**config.mk**
```make
export PLATFORM = sky130hd
export DESIGN_NAME = mem_arbiter
export DESIGN_NICKNAME = d
export VERILOG_FILES = /design/src/rtl/mem_arbiter_pkg.sv /design/src/rtl/mem_arbiter_rr_arb2.sv /design/src/rtl/mem_arbiter.sv
export SDC_FILE = /design/constraint.sdc
export NUM_CORES = 1
export LEC_CHECK = 0
export CAP_MARGIN = 20
export CORE_ASPECT_RATIO = 1.5
export CORE_UTILIZATION = 30
export CTS_CLUSTER_SIZE = 24
export DETAILED_ROUTE_END_ITERATION = 6
export PLACE_DENSITY = 0.77
export SLEW_MARGIN = 25
export SYNTH_ARGS = -nofsm -noshare
export SYNTH_HDL_FRONTEND = slang
export SYNTH_HIERARCHICAL = 1
export SYNTH_SLANG_ARGS = --single-unit
```
**constraint.sdc**
```tcl
create_clock -name clk -period 1.6 [get_ports clk]
set_input_delay 0.32 -clock clk [delete_from_list [all_inputs] [get_ports clk]]
set_output_delay 0.32 -clock clk [all_outputs]
set_load 0.1 [all_outputs]
```
**src/rtl/mem_arbiter_pkg.sv**
```systemverilog
// Shared widths, FSM state and owner encodings for the memory-port arbiter.
// Both owner values are also the round-robin history values.
package mem_arbiter_pkg;

  localparam int PC_SIZE = 32;
  localparam int XLEN    = 32;

  typedef enum logic [1:0] {
    ARB_IDLE  = 2'd0,
    ARB_ISSUE = 2'd1,
    ARB_WAIT  = 2'd2
  } arb_state_e;

  typedef enum logic {
    ARB_OWN_IFU = 1'b0,
    ARB_OWN_LSU = 1'b1
  } arb_owner_e;

  // The requester that did not win last time gets priority on a tie.
  function automatic arb_owner_e other_owner(input arb_owner_e o);
    return (o == ARB_OWN_IFU) ? ARB_OWN_LSU : ARB_OWN_IFU;
  endfunction

endpackage

```
**src/rtl/mem_arbiter_rr_arb2.sv**
```systemverilog
// Two-way combinational round-robin grant between the IFU and LSU.
// A lone requester always wins; on a tie, the requester not in last_grant wins.
module rr_arb2
  import mem_arbiter_pkg::*;
(
  input  logic       req_ifu,
  input  logic       req_lsu,
  input  arb_owner_e last_grant,
  output logic       gnt_ifu,
  output logic       gnt_lsu,
  output arb_owner_e winner
);

  arb_owner_e preferred;

  always_comb begin
    gnt_ifu   = 1'b0;
    gnt_lsu   = 1'b0;
    preferred = other_owner(last_grant);
    if (req_ifu && req_lsu) begin
      gnt_ifu = (preferred == ARB_OWN_IFU);
      gnt_lsu = (preferred == ARB_OWN_LSU);
    end else begin
      gnt_ifu = req_ifu;
      gnt_lsu = req_lsu;
    end
    winner = gnt_lsu ? ARB_OWN_LSU : ARB_OWN_IFU;
  end

endmodule

```
**src/rtl/mem_arbiter.sv**
```systemverilog
// Shares one memory port between IFU fetches and LSU loads/stores, with a
// single outstanding transaction and silent disposal of flushed fetches.
module mem_arbiter
  import mem_arbiter_pkg::*;
#(
  parameter int ADDR_W = PC_SIZE,
  parameter int DATA_W = XLEN
) (
  input  logic                clk,
  input  logic                rst,
  input  logic                ifu_req_valid,
  output logic                ifu_req_ready,
  input  logic [ADDR_W-1:0]   ifu_req_pc,
  output logic                ifu_rsp_valid,
  input  logic                ifu_rsp_ready,
  output logic [DATA_W-1:0]   ifu_rsp_instr,
  input  logic                ifu_flush,
  input  logic                lsu_req_valid,
  output logic                lsu_req_ready,
  input  logic [ADDR_W-1:0]   lsu_req_addr,
  input  logic                lsu_req_wen,
  input  logic [DATA_W-1:0]   lsu_req_wdata,
  input  logic [DATA_W/8-1:0] lsu_req_wmask,
  output logic                lsu_rsp_valid,
  input  logic                lsu_rsp_ready,
  output logic [DATA_W-1:0]   lsu_rsp_rdata,
  output logic                mem_req_valid,
  input  logic                mem_req_ready,
  output logic [ADDR_W-1:0]   mem_req_addr,
  output logic                mem_req_wen,
  output logic [DATA_W-1:0]   mem_req_wdata,
  output logic [DATA_W/8-1:0] mem_req_wmask,
  input  logic                mem_rsp_valid,
  output logic                mem_rsp_ready,
  input  logic [DATA_W-1:0]   mem_rsp_rdata
);

  arb_state_e          state_reg, state_next;
  arb_owner_e          owner_reg, owner_next;
  arb_owner_e          last_grant_reg, last_grant_next;
  logic                drop_reg, drop_next;
  logic [ADDR_W-1:0]   addr_reg, addr_next;
  logic                wen_reg, wen_next;
  logic [DATA_W-1:0]   wdata_reg, wdata_next;
  logic [DATA_W/8-1:0] wmask_reg, wmask_next;

  logic       gnt_ifu, gnt_lsu;
  arb_owner_e winner;
  logic       flush_hit;
  logic       drop_eff;

  // A fetch raised together with a flush is already stale, so it never competes.
  rr_arb2 u_rr_arb2 (
    .req_ifu    (ifu_req_valid && !ifu_flush),
    .req_lsu    (lsu_req_valid),
    .last_grant (last_grant_reg),
    .gnt_ifu    (gnt_ifu),
    .gnt_lsu    (gnt_lsu),
    .winner     (winner)
  );

  assign mem_req_addr  = addr_reg;
  assign mem_req_wen   = wen_reg;
  assign mem_req_wdata = wdata_reg;
  assign mem_req_wmask = wmask_reg;
  assign ifu_rsp_instr = mem_rsp_rdata;
  assign lsu_rsp_rdata = mem_rsp_rdata;

  assign flush_hit = ifu_flush && (owner_reg == ARB_OWN_IFU);

  always_comb begin
    state_next      = state_reg;
    owner_next      = owner_reg;
    last_grant_next = last_grant_reg;
    drop_next       = drop_reg;
    addr_next       = addr_reg;
    wen_next        = wen_reg;
    wdata_next      = wdata_reg;
    wmask_next      = wmask_reg;
    ifu_req_ready   = 1'b0;
    lsu_req_ready   = 1'b0;
    ifu_rsp_valid   = 1'b0;
    lsu_rsp_valid   = 1'b0;
    mem_req_valid   = 1'b0;
    mem_rsp_ready   = 1'b0;
    drop_eff        = drop_reg || flush_hit;

    case (state_reg)
      ARB_IDLE: begin
        ifu_req_ready = gnt_ifu;
        lsu_req_ready = gnt_lsu;
        if (gnt_ifu || gnt_lsu) begin
          owner_next = winner;
          drop_next  = 1'b0;
          state_next = ARB_ISSUE;
          if (winner == ARB_OWN_IFU) begin
            addr_next  = ifu_req_pc;
            wen_next   = 1'b0;
            wdata_next = '0;
            wmask_next = '0;
          end else begin
            addr_next  = lsu_req_addr;
            wen_next   = lsu_req_wen;
            wdata_next = lsu_req_wdata;
            wmask_next = lsu_req_wmask;
          end
        end
      end

      ARB_ISSUE: begin
        mem_req_valid = 1'b1;
        if (flush_hit) drop_next = 1'b1;
        if (mem_req_ready) state_next = ARB_WAIT;
      end

      ARB_WAIT: begin
        if (flush_hit) drop_next = 1'b1;
        if (owner_reg == ARB_OWN_IFU) begin
          if (drop_eff) begin
            mem_rsp_ready = 1'b1;
          end else begin
            ifu_rsp_valid = mem_rsp_valid;
            mem_rsp_ready = ifu_rsp_ready;
          end
        end else begin
          lsu_rsp_valid = mem_rsp_valid;
          mem_rsp_ready = lsu_rsp_ready;
        end
        if (mem_rsp_valid && mem_rsp_ready) begin
          last_grant_next = owner_reg;
          drop_next       = 1'b0;
          state_next      = ARB_IDLE;
        end
      end

      default: state_next = ARB_IDLE;
    endcase

    // Handshakes are suppressed during reset so nothing is accepted or forwarded.
    if (rst) begin
      ifu_req_ready = 1'b0;
      lsu_req_ready = 1'b0;
      ifu_rsp_valid = 1'b0;
      lsu_rsp_valid = 1'b0;
      mem_req_valid = 1'b0;
      mem_rsp_ready = 1'b0;
    end
  end

  always_ff @(posedge clk) begin
    if (rst) begin
      state_reg      <= ARB_IDLE;
      owner_reg      <= ARB_OWN_IFU;
      last_grant_reg <= ARB_OWN_LSU;
      drop_reg       <= 1'b0;
      addr_reg       <= '0;
      wen_reg        <= 1'b0;
      wdata_reg      <= '0;
      wmask_reg      <= '0;
    end else begin
      state_reg      <= state_next;
      owner_reg      <= owner_next;
      last_grant_reg <= last_grant_next;
      drop_reg       <= drop_next;
      addr_reg       <= addr_next;
      wen_reg        <= wen_next;
      wdata_reg      <= wdata_next;
      wmask_reg      <= wmask_next;
    end
  end

endmodule

```
==> results of run 1 <==
worst paths after layout:
kind,end,slack (ps),depth (start not counted)
setup reg to reg,mem_req_addr[25],-180,9
setup / recovery,mem_rsp_ready,-240,3
hold / removal,mem_req_wmask[0],500,2
hold reg to reg,mem_req_wmask[0],500,2
worst max-delay path, cell delays in order (launching register included):
cell and delay, ps:
sky130_fd_sc_hd__dfxtp_2 320, sky130_fd_sc_hd__or4_4 530, sky130_fd_sc_hd__and3_4 180, sky130_fd_sc_hd__buf_12 160
logic make-up (layout without fill, tap and decap cells):
kind of cell,after synthesis,count (layout),share of synthesized area
compound gates,81,82,0.1428
fa+ha+maj,4,4,0.01389
buf+inv,105,276,0.1817
flops,74,74,0.4113
mux,34,34,0.09587
simple gates,126,126,0.1546
routing by layer:
metal | share of wire | up-vias | wire length [um] | track usage
met5 | 0 | - | 0 | 0
met3 | 0.052 | 98 | 839 | 0.05313
met1 | 0.30 | 1853 | 4947 | 0.2259
met4 | 0.071 | 0 | 1148 | 0.1817
met2 | 0.57 | 168 | 9310 | 0.4762
li1 | - | 1730 | - | -
cells in the mapped netlist, types with 2 or more instances:
master,count
sky130_fd_sc_hd__dfxtp_1,74
sky130_fd_sc_hd__buf_4,65
sky130_fd_sc_hd__nand2_1,42
sky130_fd_sc_hd__a21oi_1,40
sky130_fd_sc_hd__nand3_1,37
sky130_fd_sc_hd__nor2_1,37
sky130_fd_sc_hd__mux2i_1,33
sky130_fd_sc_hd__a211oi_1,32
sky130_fd_sc_hd__clkbuf_1,18
sky130_fd_sc_hd__buf_2,13
sky130_fd_sc_hd__inv_1,9
sky130_fd_sc_hd__ha_1,4
sky130_fd_sc_hd__nor2b_1,3
sky130_fd_sc_hd__o21ai_0,3
sky130_fd_sc_hd__a21boi_1,2
sky130_fd_sc_hd__and3_1,2
through the flow:
| step | utilization | hold WS (ps) | setup TNS [ps] | cells | area [sq um] |
|---|---|---|---|---|---|
| after floorplan | - | 464.8 | -809.9 | 424 | 3679 |
| after global placement | 0.5290 | 475.3 | -33620 | 690 | 6132 |
| after detailed placement | 0.5290 | 480.2 | -37450 | 690 | 6132 |
| after CTS | 0.6784 | 490.7 | -11320 | 745 | 7864 |
| after global routing | 0.7041 | 516.4 | -11200 | 746 | 8162 |
| final | 0.7041 | 504.0 | -6764 | 746 | 8162 |
cells in the final DEF, fill, tap and decap left out, types with 3 or more instances in the layout:
master,n
sky130_fd_sc_hd__buf_16,12
sky130_fd_sc_hd__nor2_4,34
sky130_fd_sc_hd__nand3_4,8
sky130_fd_sc_hd__buf_6,17
sky130_fd_sc_hd__nand2_2,18
sky130_fd_sc_hd__a21oi_1,4
sky130_fd_sc_hd__clkbuf_16,11
sky130_fd_sc_hd__nand2_1,7
sky130_fd_sc_hd__nand3_2,26
sky130_fd_sc_hd__inv_2,3
sky130_fd_sc_hd__dlygate4sd2_1,3
sky130_fd_sc_hd__nand3_1,4
sky130_fd_sc_hd__mux2i_1,33
sky130_fd_sc_hd__clkdlybuf4s50_1,104
sky130_fd_sc_hd__a211oi_2,32
sky130_fd_sc_hd__dfxtp_1,70
sky130_fd_sc_hd__a21oi_2,36
sky130_fd_sc_hd__clkinvlp_4,3
sky130_fd_sc_hd__ha_4,3
sky130_fd_sc_hd__buf_12,86
sky130_fd_sc_hd__inv_1,5
sky130_fd_sc_hd__buf_4,23
sky130_fd_sc_hd__nand2_4,17
what timing repair did:
action,CTS,global route
hold buffers,0,0
resized for setup,220,85
setup buffers,22,9
endpoints found under the setup margin,79,79
cloned,18,2
pin swaps,58,55
cell type report:
type | instances | area (sq um) | area share
Timing Repair Buffer | 251 | 3580 | 0.4386
Tap cell | 150 | 187.7 | 0.02300
Inverter | 9 | 36.28 | 0.004446
Clock buffer | 11 | 252.7 | 0.03097
Sequential cell | 74 | 1491 | 0.1827
Multi-Input combinational cell | 246 | 2552 | 0.3127
Clock inverter | 5 | 61.31 | 0.007512
where the power goes:
group | internal (mW) | total [mW] | switching, mW
registers | 2.20 | 2.75 | 0.542
logic | 3.78 | 8.55 | 4.77
clock network | 1.30 | 2.14 | 0.837
total | 7.28 | 13.4 | 6.15
==> reports/metrics.yaml, run 1 <==
total_congestion_overflow: 0
synth_async_sr_flop_share: 0
via_count: 3849
drtIter0Drc: 114
hpwl_um: 8943
timing.hold.worst.start: "mem_req_wmask[0]"
synth_sequential_area_ratio: 0.4113
clkSinkCount: 74
nets: 737
criticalPathCategory: "reg -> out"
endpoint_kind: "output port"
track_usage: 0.2479
area_overhead_of_the_layout_relative_to_synthesis_pct: 126.6
setup_repair_after_global_routing_missed_its_margin: "yes"
h-tree-depth: 3
tritoncts: "built"
worstHoldPathType: "reg -> reg"
peakVddDrop_mv: 0.9967
drt-total-wl_um: 16250
postSynthRegisterBits: 74
yosys.cell_types.count: 26
antenna_diode_count: 0
synth_cells: 424
floorplan.die_area_sq_mm: 0.01246
tritoncts.num_buffers: 9
clock_latency_ps: 340
power_density_mw_per_mm2: 1645
avgRoutedWirePerCell_um: 21.78
synth.yosys.warnings: 6
routabilityCongestion: 0.8612
max-clock-path-buffers: 2
yosys_most_used_dff: "sky130_fd_sc_hd__dfxtp_1"
port_buffers: 184
min_period_ps: 1839
final_layout_size_suffix_gt1_frac: 0.6040
clock_tree.root_cell: "sky130_fd_sc_hd__clkbuf_16"
vias_in_the_first_global_route: 4308
fp.coreArea_sq_mm: 0.01159
start_kind: "register"
timing.final.max_slew_violations: 0
syn_avg_cell_area_sq_um: 8.496
startpoint_of_the_worst_slack_reg_to_reg_timing_path: "last_grant_reg"
top_cells_by_area_in_the_synthesized_netlist: "sky130_fd_sc_hd__dfxtp_1, sky130_fd_sc_hd__buf_4, sky130_fd_sc_hd__mux2i_1, sky130_fd_sc_hd__a211oi_1, sky130_fd_sc_hd__a21oi_1"
drt_first_pass_iters: 4
grt_max_degree: 42
worst_ep_arrival_time_ps: 1520
outcome: "complete, but fails checks"
n_fill_cell: 759
maxCapViolations: 0
antenna_found_initial: 0
cellLeakagePower_nw: 3.065
finalHoldViolCount: 0
initial_core_util: 0.3108
std_cell_rows: 48
worstPathRequired_ps: 1280
die_width_um: 91.47
finalWorstSetupSlack_ps: -239.5
fin_crit_sh: 1.150
fmaxAchievable_mhz: 543.6
synth-edff-count: 0
grt_first_pass_wirelength_um: 23220
route.detailed.vias_per_inst: 5.160
synthesis.area_sq_mm: 0.003602
setup.worst_path.start: "owner_reg"
detail_route.drc_violations: 0
place_worst_setup_slack_ps: -609.7
pin_count: 281
failed_checks: "setup timing"
worst_clock_skew_ps: 5.365
finalPower_mw: 13.43
die_height_um: 136.2
max_slew.worst_pin.slew_ps: 643.8
synth_largest_type_area_fraction: 0.4113
yosys_top_cell_by_area: "sky130_fd_sc_hd__dfxtp_1"
clock_pin_transition_on_the_worst_setup_and_hold_timing_paths_ps: 60
synth_fp_nets: 570
worstPathMaxFanout: 2
detail-route-antenna-nets: 0
worst_max_slew_margin_expressed_relative_to_the_limit: 0.5708
final_setup_violating_endpoints: 78
No activity file was read; power rests on OpenSTA's default activity.
==> run 2, diff against run 1 <==
- CORE_MARGIN: default -> 2
==> run 2 against run 1 <==
Net effect: the flow still finishes with violations (setup timing); fmax up 0.97%; via count down 4.2%; combinational power down 7.3%; worst hold slack worse by 94 ps.
==> reports/metrics.yaml, run 2 (same netlist as run 1, synthesis figures left out) <==
worstHoldPathType: "in -> reg"  # was reg -> reg
cts_hold_repair.buffers: 0  # unchanged
final_setup_violating_endpoints: 37  # was 78
cp_slowest_stage_delay_ps: 330  # was 530 ps
clkSinkCount: 74  # unchanged
clock_latency_ps: 320  # was 340 ps
routabilityCongestion: 0.8146  # was 0.8612
maxCapViolations: 0  # unchanged
max-clock-path-buffers: 2  # unchanged
die_height_um: 138.2  # was 136.2 um
clock_tree.root_cell: "sky130_fd_sc_hd__clkbuf_16"  # unchanged
antenna_diode_count: 0  # unchanged
pin_count: 281  # unchanged
cpMaxStageDelayCell: "sky130_fd_sc_hd__dfxtp_2"  # was sky130_fd_sc_hd__or4_4
outcome: "complete, but fails checks"  # unchanged
area_overhead_of_the_layout_relative_to_synthesis_pct: 116.1  # was 126.6%
worst_max_slew_margin_expressed_relative_to_the_limit: 0.5498  # was 0.5708
detail-route-antenna-nets: 0  # unchanged
n_fill_cell: 827  # was 759
route.detailed.vias_per_inst: 4.981  # was 5.160
peakVddDrop_mv: 1.182  # was 0.9967 mV
grt_first_pass_wirelength_um: 20400  # was 23220 um
floorplan.die_area_sq_mm: 0.01292  # was 0.01246 sq mm
worst_ep_arrival_time_ps: 1500  # was 1520 ps
detail_route.drc_violations: 0  # unchanged
max_slew.worst_pin.slew_ps: 675.3  # was 643.8 ps
worst_hold_slack_ps: 410.1  # was 504.0 ps
setup-tns-final_ps: -1397  # was -6764 ps
final_layout_size_suffix_gt1_frac: 0.5162  # was 0.6040
fmaxAchievable_mhz: 548.9  # was 543.6 MHz
cellLeakagePower_nw: 2.863  # was 3.065 nW
multi_input_combinational_cell_area_sq_mm: 0.002323  # was 0.002552 sq mm
nets: 728  # was 737
cp.buffers_inverters: 3  # was 1
start_kind: "register"  # unchanged
via_count: 3686  # was 3849
tritoncts.num_buffers: 9  # unchanged
path_cells: "inv_2 -> ha_4 -> inv_4 -> nor2_4 -> nand2_2 -> nor4_4 -> buf_12"  # was or4_4 -> and3_4 -> buf_12
mostFrequentLayoutCell: "sky130_fd_sc_hd__clkdlybuf4s50_1"  # unchanged
timing.final.max_slew_violations: 0  # unchanged
fp.coreArea_sq_mm: 0.01183  # was 0.01159 sq mm
drt-total-wl_um: 14580  # was 16250 um
drt_first_pass_iters: 4  # unchanged
hpwl_um: 9020  # was 8943 um
commonest_cells_after_routing_fill_and_taps_aside: "sky130_fd_sc_hd__clkdlybuf4s50_1, sky130_fd_sc_hd__buf_12, sky130_fd_sc_hd__dfxtp_1"  # unchanged
number_of_placed_cells_counting_well_taps: 692  # was 690
drtIter0Drc: 133  # was 114
h-tree-depth: 3  # unchanged
std_cell_rows: 49  # was 48
register_area_sq_mm: 0.001491  # unchanged
die_width_um: 93.47  # was 91.47 um
worst_clock_skew_ps: 6.021  # was 5.365 ps
setup_repair_after_global_routing_missed_its_margin: "yes"  # unchanged
clock_pin_transition_on_the_worst_setup_and_hold_timing_paths_ps: 60  # about the same
crit_family: "simple AND/OR/NAND/NOR gates"  # unchanged
fin_crit_sh: 1.139  # was 1.150
track_usage: 0.2046  # was 0.2479
port_buffers: 184  # unchanged
criticalPathCategory: "reg -> out"  # unchanged
min_period_ps: 1822  # was 1839 ps
grt_max_degree: 43  # was 42
avgRoutedWirePerCell_um: 19.71  # was 21.78 um
power_density_mw_per_mm2: 1597  # was 1645 mW/mm^2
failed_checks: "setup timing"  # unchanged
finalWorstSetupSlack_ps: -221.8  # was -239.5 ps
total_congestion_overflow: 0  # unchanged
vias_in_the_first_global_route: 3896  # was 4308
antenna_found_initial: 0  # unchanged
finalPower_mw: 12.43  # was 13.43 mW
initial_core_util: 0.3044  # was 0.3108
endpoint_kind: "output port"  # unchanged
finalNonFillerCells: 740  # was 746
finalHoldViolCount: 0  # unchanged
worstPathRequired_ps: 1280  # about the same
tritoncts: "built"  # unchanged
worstPathMaxFanout: 3  # was 2
## run 2: changes by cell type in the layout (fill, tap and decap cells not counted), moves of 6 or more
cell / change
sky130_fd_sc_hd__nand2_1: +32
sky130_fd_sc_hd__nand2_2: -17
sky130_fd_sc_hd__nand2_4: -15
sky130_fd_sc_hd__nor2_4: -12
sky130_fd_sc_hd__nand3_2: -8
sky130_fd_sc_hd__nor2_1: +8
sky130_fd_sc_hd__buf_6: -7
sky130_fd_sc_hd__a21oi_1: +6
sky130_fd_sc_hd__a21oi_2: -6
sky130_fd_sc_hd__nand3_4: +6
## run 2: per-layer routing
layer	GRT usage	wire, um
met5	0	0
met4	0.1339	896
met3	0.04305	804
met2	0.3817	8150
met1	0.1949	4731
## run 2: final cells by class
cell class | count | area share
clock inverter | 3 | 0.001929
multi-input combinational | 245 | 0.2985
tap | 153 | 0.02459
sequential | 74 | 0.1916
timing repair buffer | 243 | 0.4460
clock buffer | 13 | 0.03214
inverter | 9 | 0.005304
## run 2: timing repair
item,CTS,global route
resized for setup,87,133
gates cloned,10,3
buffers inserted,19,3
setup endpoints to repair,79,74
pin swaps,16,61
## run 2: final timing paths
check / cells after the start / endpoint / slack [ps] / start
setup / recovery: 7 / ifu_rsp_valid / -220 / state_reg[0]
hold / removal: 3 / drop_reg / 410 / rst
setup reg to reg: 7 / state_reg[1] / -70 / last_grant_reg
hold reg to reg: 2 / mem_req_wdata[1] / 490 / mem_req_wdata[1]
## run 2: power breakdown
part	leakage, nW	internal (mW)	switching (mW)
sequential	0.608	2.21	0.468
clock	0.133	1.09	0.745
combinational	2.12	3.44	4.49
## run 2: through the flow
step	setup slack [ps]	instance area, sq um	util
4_1_cts	-224.5	7102	0.6002
5_1_grt	-285.5	7785	0.6579
3_5_place_dp	-558.8	6128	0.5179
3_3_place_gp	-529.3	6128	0.5179
2_1_floorplan	-523.5	3679	-
6_report	-221.8	7785	0.6579
## run 2: worst min-delay path, stage by stage
cell and delay, ps:
sky130_fd_sc_hd__buf_2 160, sky130_fd_sc_hd__or3b_2 150, sky130_fd_sc_hd__o41ai_2 50
